==> config.mk <==
export PLATFORM = sky130hd
export DESIGN_NAME = instr_sequencer
export DESIGN_NICKNAME = d
export VERILOG_FILES = /design/src/rtl/instr_sequencer.sv
export SDC_FILE = /design/constraint.sdc
export NUM_CORES = 1
export LEC_CHECK = 0
export BUFFER_PORTS_ARGS = -buffer_cell sky130_fd_sc_hd__buf_2
export CORE_MARGIN = 10
export CORE_UTILIZATION = 40
export DETAILED_ROUTE_END_ITERATION = 16
export PLACE_DENSITY = 0.69
export SLEW_MARGIN = 20
export SYNTH_ARGS = -nofsm -noshare
export SYNTH_HDL_FRONTEND = slang
export SYNTH_SLANG_ARGS = --single-unit
export TNS_END_PERCENT = 5
==> constraint.sdc <==
create_clock -name clk -period 4.1 [get_ports clk]
set_input_delay 0.82 -clock clk [delete_from_list [all_inputs] [get_ports clk]]
set_output_delay 0.82 -clock clk [all_outputs]
set_load 0.01 [all_outputs]
==> src/rtl/instr_sequencer.sv <==
// instr_sequencer: FETCH/EXEC1/EXEC2/HALT control sequencer with instruction register,
// jump flag and retired-instruction counter.
module instr_sequencer #(
  parameter int          CNT_W    = 16,
  parameter logic [15:0] IR_RESET = 16'h0000
) (
  input  logic             clk,
  input  logic             rst_n,
  input  logic             run_en,
  input  logic [15:0]      instr_rdata,
  input  logic             sm_extra,
  input  logic             stop,
  input  logic             set_jump,
  output logic [15:0]      instruction,
  output logic [1:0]       state,
  output logic             jump,
  output logic             halted,
  output logic             retire,
  output logic [CNT_W-1:0] retired_count
);
  typedef enum logic [1:0] {FETCH = 2'b00, EXEC1 = 2'b01, EXEC2 = 2'b10, HALT = 2'b11} state_e;

  state_e             state_q, state_d;
  logic [15:0]        ir_q, ir_d;
  logic               jump_q, jump_d;
  logic [CNT_W-1:0]   cnt_q, cnt_d;

  always_ff @(posedge clk or negedge rst_n) begin
    if (!rst_n) begin
      state_q <= FETCH;
      ir_q    <= IR_RESET;
      jump_q  <= 1'b0;
      cnt_q   <= '0;
    end else begin
      state_q <= state_d;
      ir_q    <= ir_d;
      jump_q  <= jump_d;
      cnt_q   <= cnt_d;
    end
  end

  always_comb begin
    state_d = state_q;
    ir_d    = ir_q;
    jump_d  = set_jump ? 1'b1 : (state_q == EXEC1 ? 1'b0 : jump_q);
    retire  = !stop && ((state_q == EXEC1 && !sm_extra) || state_q == EXEC2);
    if (state_q == HALT) begin
      jump_d = jump_q;
      retire = 1'b0;
    end else if (stop) begin
      state_d = HALT;
      jump_d  = 1'b0;
    end else begin
      case (state_q)
        FETCH:   state_d = run_en ? EXEC1 : FETCH;
        EXEC1:   state_d = sm_extra ? EXEC2 : FETCH;
        default: state_d = FETCH;
      endcase
      ir_d = (state_q == FETCH && run_en) ? instr_rdata : ir_q;
    end
    cnt_d = cnt_q + CNT_W'(retire);
  end

  assign instruction   = ir_q;
  assign state         = state_q;
  assign jump          = jump_q;
  assign halted        = (state_q == HALT);
  assign retired_count = cnt_q;
endmodule

# Yosys cells after proc, flatten, opt, wreduce, memory -nomap -nowiden
# Cells that the tools add are included.
[totals]
ff_bits = 35
output_inout_bits = 37
[op_classes]
add_sub_neg = 1
n_eq_ne = 3
muxes = 8
bitwise = 2
reduce_logical = 10
[op_table]
columns = ["operator", "n"]
rows = [
  ["16-bit by 1-bit adder with 16-bit output", 1],
  ["1-bit two-way mux", 5],
  ["2-bit equality test (second input constant)", 2],
  ["2-bit two-way mux", 2],
  ["2-bit one-hot mux with 2 select lines", 1],
  ["1-bit logical AND", 3],
  ["3-bit AND reduction", 1],
  ["3-bit nonzero test", 1],
  ["2-bit by 1-bit equality test with 1-bit output (second input constant)", 1],
  ["1-bit zero test", 2],
  ["2-bit zero test", 1],
  ["1-bit inverter", 2],
  ["2-bit AND reduction", 1],
  ["1-bit logical OR", 1],
]

# Depth between registers and ports, before layout
# Gate-level depths: netlist (run 1).
[depth]
ltp_word = 6
mapped_depth = 8
ltp_nobuf = 8

# Worst setup path after synthesis (run 1)
# Ideal clock, no wire load.
[synth_path]
path_kind = "input -> register"
startpoint = "in sm_extra"
endpoint = "reg cnt_q[15] (netlist: retired_count[15])"
setup_ns = 0.125
arrival_time_ns = 2.237
t_required_ns = 3.975
setup_slack_ns = 1.738
cell_stages = 7
path_buffers = 0
path_cell_list = "nor2_1 > mux2i_1 > nor2_1 > ha_1 > nand4_1 > or4_4 > xnor2_2"
[synth_via]
elab_chain_len = 6
[synth_lines]
columns = ["element", "line_no", "text"]
rows = [
  ["from (decl)", "11", "input logic sm_extra,"],
  ["1-bit zero test", "46", "retire = !stop && ((state_q == EXEC1 && !sm_extra) || state_q == EXEC2);"],
  ["1-bit logical AND", "46", ""],
  ["1-bit logical OR", "46", ""],
  ["1-bit logical AND", "46", ""],
  ["1-bit two-way mux", "47", "if (state_q == HALT) begin"],
  ["net retire", "18", "output logic retire,"],
  ["16-bit by 1-bit adder with 16-bit output", "61", "cnt_d = cnt_q + CNT_W'(retire);"],
  ["net cnt_d[15]", "26", "logic [CNT_W-1:0] cnt_q, cnt_d;"],
  ["to (signal assigned)", "38", "cnt_q <= cnt_d;"],
  ["to (decl)", "26", ""],
]
# The timed path passes the listed nets, and every way through them passes these cells.
# A chain may end at the register's enable or synchronous reset.

# Worst setup path in the final report (run 1)
[layout_path]
startpoint = "in sm_extra"
endpoint = "out retire"
[layout_via]
elab_chain_len = 5
[layout_lines]
columns = ["element", "line_no"]
rows = [
  ["1-bit zero test", "46"],
  ["1-bit logical AND", "46"],
  ["1-bit logical OR", "46"],
  ["1-bit logical AND", "46"],
  ["1-bit two-way mux", "47"],
  ["to (decl)", "18"],
]
# Every way passes these cells.

==> results of run 1 <==
report_power, final:
| group | internal [W] | switching (W) | total [W] | leakage [nW] |
|---|---|---|---|---|
| combinational | 0.0000364 | 0.0000388 | 0.0000752 | 0.528 |
| sequential | 0.000370 | 0.0000213 | 0.000391 | 0.465 |
| clock | 0.000100 | 0.000112 | 0.000212 | 0.0375 |
| total | 0.000506 | 0.000172 | 0.000678 | 1.03 |
metal layers:
layer | global-route usage (%) | routed length (um)
met1 | 11.3 | 1270
met2 | 16.4 | 1400
met3 | 6.57 | 410
met4 | 3.70 | 40
met5 | 0 | 0
placed cells by master, fill, tap and decap left out, types with 2 or more instances in the layout:
| master | instances |
|---|---|
| nand2_1 | 8 |
| xnor2_1 | 9 |
| ha_1 | 3 |
| clkbuf_8 | 2 |
| nor2_1 | 11 |
| inv_1 | 2 |
| buf_2 | 58 |
| dfrtp_1 | 35 |
| mux2_2 | 16 |
| xor2_1 | 4 |
| nand4_1 | 6 |
| clkbuf_4 | 5 |
| and2_1 | 2 |
kinds of logic after synthesis:
family,after synthesis,synth area share (%)
buffers and inverters,3,1.04
muxes,17,13.1
AOI/OAI and AO/OA,3,1.30
xor gates and xnor gates,14,8.99
DFF,35,60.5
and+or+nand+nor,34,12.4
adders and majority gates,3,2.59
area by class of cell:
cell class	count	area (um^2)	share of cell area [%]
tap	46	57.6	3.09
multi-input combinational	71	557	29.9
sequential	35	876	47.1
inverter	2	7.51	0.403
timing repair buffer	58	290	15.6
clock inverter	1	7.51	0.403
clock buffer	7	65.1	3.50
registers in the layout, summed over array words and instances (netlist names):
register / flops
jump: 1
retired_count: 16
instruction: 16
state: 2
worst max-delay path: stages:
cell and delay [ns]:
buf_2 0.10, nor2_1 0.09, mux2i_1 0.07, nor2_1 0.17
buf_2 0.17
final timing paths:
kind	to	cells after the start	startpoint	slack [ns]
max	retire	5	sm_extra	1.85
min	retired_count[10]$_DFF_PN0_	1	retired_count[10]$_DFF_PN0_	0.50
max reg2reg	retired_count[15]$_DFF_PN0_	7	state[1]$_DFFE_PN0N_	2.13
min reg2reg	retired_count[10]$_DFF_PN0_	1	retired_count[10]$_DFF_PN0_	0.50
max in group asynchronous	retired_count[2]$_DFF_PN0_	1	rst_n	3.09
min in group asynchronous	instruction[13]$_DFFE_PN0P_	1	rst_n	0.54
per-stage QoR:
stage                     instance area [um^2]  cells  setup slack (ns)  hold WS (ns)  utilization (%)
after CTS                                 1860    220              1.83         0.502             54.5
final                                     1860    220              1.85         0.495             54.5
after detailed placement                  1790    212              1.66         0.484             52.3
after floorplan                           1450    109              1.74         0.522                -
after global placement                    1790    212              1.71         0.475             52.3
after global routing                      1860    220              1.75         0.526             54.5
==> out/results.ini, run 1 <==
[run_status]
outcome = finished clean

[floorplan]
core_area_um2 = 3420
die_y_um = 80.2
die_x_um = 80.2
initial_utilization_pct = 42.4
rows = 21
io_pins = 59
die_area_um2 = 6430

[yosys]
synth_nets = 134
synth_cell_types = 23
synth_commonest_cells = dfrtp_1, mux2_2, nor2_1, xnor2_1, nand2_1
synth_top_area_share_pct = 60.5
avgSynthCellArea_um2 = 13.3
synth_area_um2 = 1450
ys.flop_type = dfrtp_1
synth_edf_count = 0
netlist_top_cells_area = dfrtp_1, mux2_2, xnor2_1
ys_ff_latch = 35
postSynthCellCount = 109
yosysSeqAreaShare_pct = 60.5
async_flop_share_pct = 100
yosys.area.top_type = dfrtp_1
yosys_warnings = 0
synth_most_common_cell = dfrtp_1

[cells_and_area]
n_antenna_cell = 0
syn2layout_area_growth_pct = 28.5
drive_above_1_share_pct = 50.0
fill_cells = 315
fin_nets = 198

[run]
max_cap_violations = 0

[routing]
drt_iter0_markers = 24
ant_nets = 0
vias = 1071
viasPerCell = 4.87
drt-total-wl_mm = 3.12
drc = 0
post_drt_wl_per_cell_um = 14.2
drt_pass1_iterations = 4

[global_routing]
grt_max_degree = 36
overflow = 0
first_global_vias = 1178
grt.total_usage_pct = 10.5
grt_pass1_wl_mm = 5.35
antenna_found_initial = 0

[critical_path]
crit_fanout = 3
crit_arrival_ns = 1.43
cp-start-kind = input port
critPathCaptureType = output port
cp.required_ns = 3.28
path_class = input port to output port

[power]
peakVddDrop_mv = 0.210
power.total_w = 0.000678
p_leak_nw = 1.03
cellPowerDensity_nw_per_um2 = 365

[sta]
fin_crit_ns = 2.25
tns_ns = 0
hold_viol = 0
drv_slew = 0
min_period_over_period_pct = 54.9
rsz0062_at_grt = false
relSlewSlack_pct = 50.6
fmax_ghz = 0.444
skew_ns = 0.00518
tightestPinTransition_ns = 0.741
setup_viol = 0

[clock_tree]
cts_root_buf = clkbuf_4
h-tree-depth = 2
cts_resized = 0
cts_buffer_depth = 2
cts_hold_buf = 0
cts_buffers = 5
cts_tree = done
cts_sinks = 35
path_clk_slew_ns = 0.10
clkLatencyLatePin_ns = 0.33
cts_setup_buffers = 0

[hold_path]
worstHoldPathType = flop to flop

[placement]
gp_congestion = 0.770
portBuffers = 58
dp.final_hpwl_mm = 2.49

Power figures use the tool's default switching activity.
==> inputs of run 2 (changes only) <==
clock period = 2.4 ns   (was 4.1 ns; I/O delays follow)
==> run 2 against run 1 <==
Register-to-register slack got worse by 1.7 ns; global-route usage decreased by 0.62 points; setup slack got worse by 1.4 ns; worst hold slack got worse by 0.29 ns; non-clock buffer count increased by 1; die area unchanged; highest routed layer unchanged.
==> out/results.ini, run 2 (synthesized netlist as in run 1, its figures left out) <==
[routing]
viasPerCell = 4.67  ; -4.0%
vias = 1033  ; -3.5%
drt_iter0_markers = 32  ; +33%
ant_nets = 0  ; unchanged
drt_pass1_iterations = 4  ; unchanged
drt-total-wl_mm = 3.07  ; -1.7%
post_drt_wl_per_cell_um = 13.9  ; -2.1%
drc = 0  ; unchanged

[clock_tree]
cts_buffer_depth = 2  ; unchanged
clkLatencyLatePin_ns = 0.33  ; about the same
cts_tree = done
path_clk_slew_ns = 0.11  ; about the same
cts_resized = 0  ; unchanged
cts_root_buf = clkbuf_4
h-tree-depth = 2  ; unchanged
cts_hold_buf = 0  ; unchanged
cts_buffers = 5  ; unchanged
cts_setup_buffers = 0  ; unchanged
cts_sinks = 35  ; unchanged

[floorplan]
die_y_um = 80.2  ; unchanged
initial_utilization_pct = 42.4  ; unchanged
core_area_um2 = 3420  ; unchanged
die_x_um = 80.2  ; unchanged
rows = 21  ; unchanged
die_area_um2 = 6430  ; unchanged
io_pins = 59  ; unchanged

[critical_path]
crit_start = state[1]$_DFFE_PN0N_
critical_path.top_delay_family = simple AND/OR/NAND/NOR gates
rr_worst_depth = 7  ; unchanged
r2r-start = state[1]$_DFFE_PN0N_
cp.required_ns = 2.63  ; -0.65 ns
slowest_delay_ns = 0.54  ; +0.37 ns
reg2reg_setup_slack_ns = 0.43  ; -1.70 ns
cp.depth = 7  ; +2
crit_fanout = 7  ; +4
crit_arrival_ns = 2.20  ; +0.77 ns
crit_buf_inv = 0  ; -2
crit_chain = nor2_1, mux2i_1, nor2_1, ha_1, nand4_1, or4_4, xnor2_2
critPathSlowestCell = or4_4
cp-start-kind = flop
crit_path_frequent_cell = nor2_1
critPathCaptureType = flop
path_class = flop to flop

[sta]
setup_viol = 0  ; unchanged
fin_crit_ns = 1.97
hold_viol = 0  ; unchanged
fmax_ghz = 0.508
rsz0062_at_grt = false
drv_slew = 0  ; unchanged
min_period_over_period_pct = 82.1
tns_ns = 0  ; unchanged
setup_ws_ns = 0.430  ; -1.42 ns
tightestPinTransition_ns = 0.758  ; +0.0165 ns
relSlewSlack_pct = 49.5  ; -1.1 points
skew_ns = 0.0103  ; +0.00512 ns

[cells_and_area]
mostFrequentLayoutCell = buf_2
syn2layout_area_growth_pct = 27.7
drive_above_1_share_pct = 50.3  ; +0.29 points
final_cell_mix = buf_2, dfrtp_1, mux2_2
multi_input_area_um2 = 557  ; unchanged
n_antenna_cell = 0  ; unchanged
fin_nets = 199  ; +0.51%
fin_util_pct = 54.1  ; -0.37 points
regArea_um2 = 876  ; unchanged
fill_cells = 315  ; unchanged
final_cell_count_no_fill = 221  ; +0.45%

[placement]
pre_cts_slack_ns = 0.296  ; -1.36 ns
placedCellCount = 213  ; +0.47%
gp_congestion = 0.778  ; +1.1%
portBuffers = 58  ; unchanged
dp.final_hpwl_mm = 2.44  ; -2.1%

[global_routing]
grt.total_usage_pct = 9.87  ; -0.62 points
grt_max_degree = 36  ; unchanged
grt_pass1_wl_mm = 5.03  ; -5.9%
overflow = 0  ; unchanged
antenna_found_initial = 0  ; unchanged
first_global_vias = 1070  ; -9.2%

[run_status]
outcome = finished clean

[power]
switching_power_w = 0.000288  ; +68%
p_leak_nw = 1.03  ; +0.26%
intPower_w = 0.000803  ; +59%
power.share.combinational_pct = 11.8  ; +0.7 points
cellPowerDensity_nw_per_um2 = 591  ; +62%
seq_power_share_pct = 61.1  ; +3.4 points
switching_share_pct = 26.4  ; +1.1 points
clkPwrFrac_pct = 27.1  ; -4.2 points
peakVddDrop_mv = 0.343  ; +64%

[run]
max_cap_violations = 0  ; unchanged

[hold_path]
worstHoldPathType = input port to async pin

run 2: worst reg2reg max path, stage by stage, from the launching register on:
cell and delay, ns:
dfrtp_1 0.46, nor2_1 0.11, mux2i_1 0.07, nor2_1 0.19
ha_1 0.23, nand4_1 0.13, or4_4 0.54, xnor2_2 0.14
run 2: through the flow:
stage / instance area (um^2) / hold slack (ns) / power [W]
2_1_floorplan: 1450 / 0.184 / 0.000726
4_1_cts: 1850 / 0.211 / 0.00112
6_report: 1850 / 0.204 / 0.00109
3_5_place_dp: 1800 / 0.478 / 0.000813
5_1_grt: 1850 / 0.236 / 0.00116
3_3_place_gp: 1800 / 0.475 / 0.000807
run 2: per-layer routing:
metal / global-route usage [%] / routed length (um) / vias to the layer above
li1: - / - / 502
met2: 14.8 / 1300 / 46
met3: 6.57 / 422 / 4
met1: 11.1 / 1320 / 481
met5: 0 / 0 / -
met4: 3.17 / 28 / 0
run 2: area by class of cell:
class | instances | area share, %
Inverter | 2 | 0.406
Timing Repair Buffer | 59 | 16.1
Clock buffer | 5 | 2.03
Sequential cell | 35 | 47.4
Multi-Input combinational cell | 71 | 30.1
Clock inverter | 3 | 0.812
Tap cell | 46 | 3.11
run 2: worst paths after layout:
| kind | end |
|---|---|
| max in group asynchronous | instruction[14]$_DFFE_PN0P_ |
| hold / removal | instruction[15]$_DFFE_PN0P_ |
| setup reg to reg | retired_count[15]$_DFF_PN0_ |
| hold reg to reg | retired_count[10]$_DFF_PN0_ |
| setup / recovery | retired_count[15]$_DFF_PN0_ |
| min in group clk | jump$_DFFE_PN0P_ |
run 2: power by group through the flow:
stage,Sequential [W],Clock (W),Combinational [W]
3_5_place_dp,0.000679,0,0.000134
3_3_place_gp,0.000676,0,0.000131
5_1_grt,0.000676,0.000343,0.000145
2_1_floorplan,0.000697,0,0.0000291
4_1_cts,0.000668,0.000313,0.000134
6_report,0.000667,0.000296,0.000128
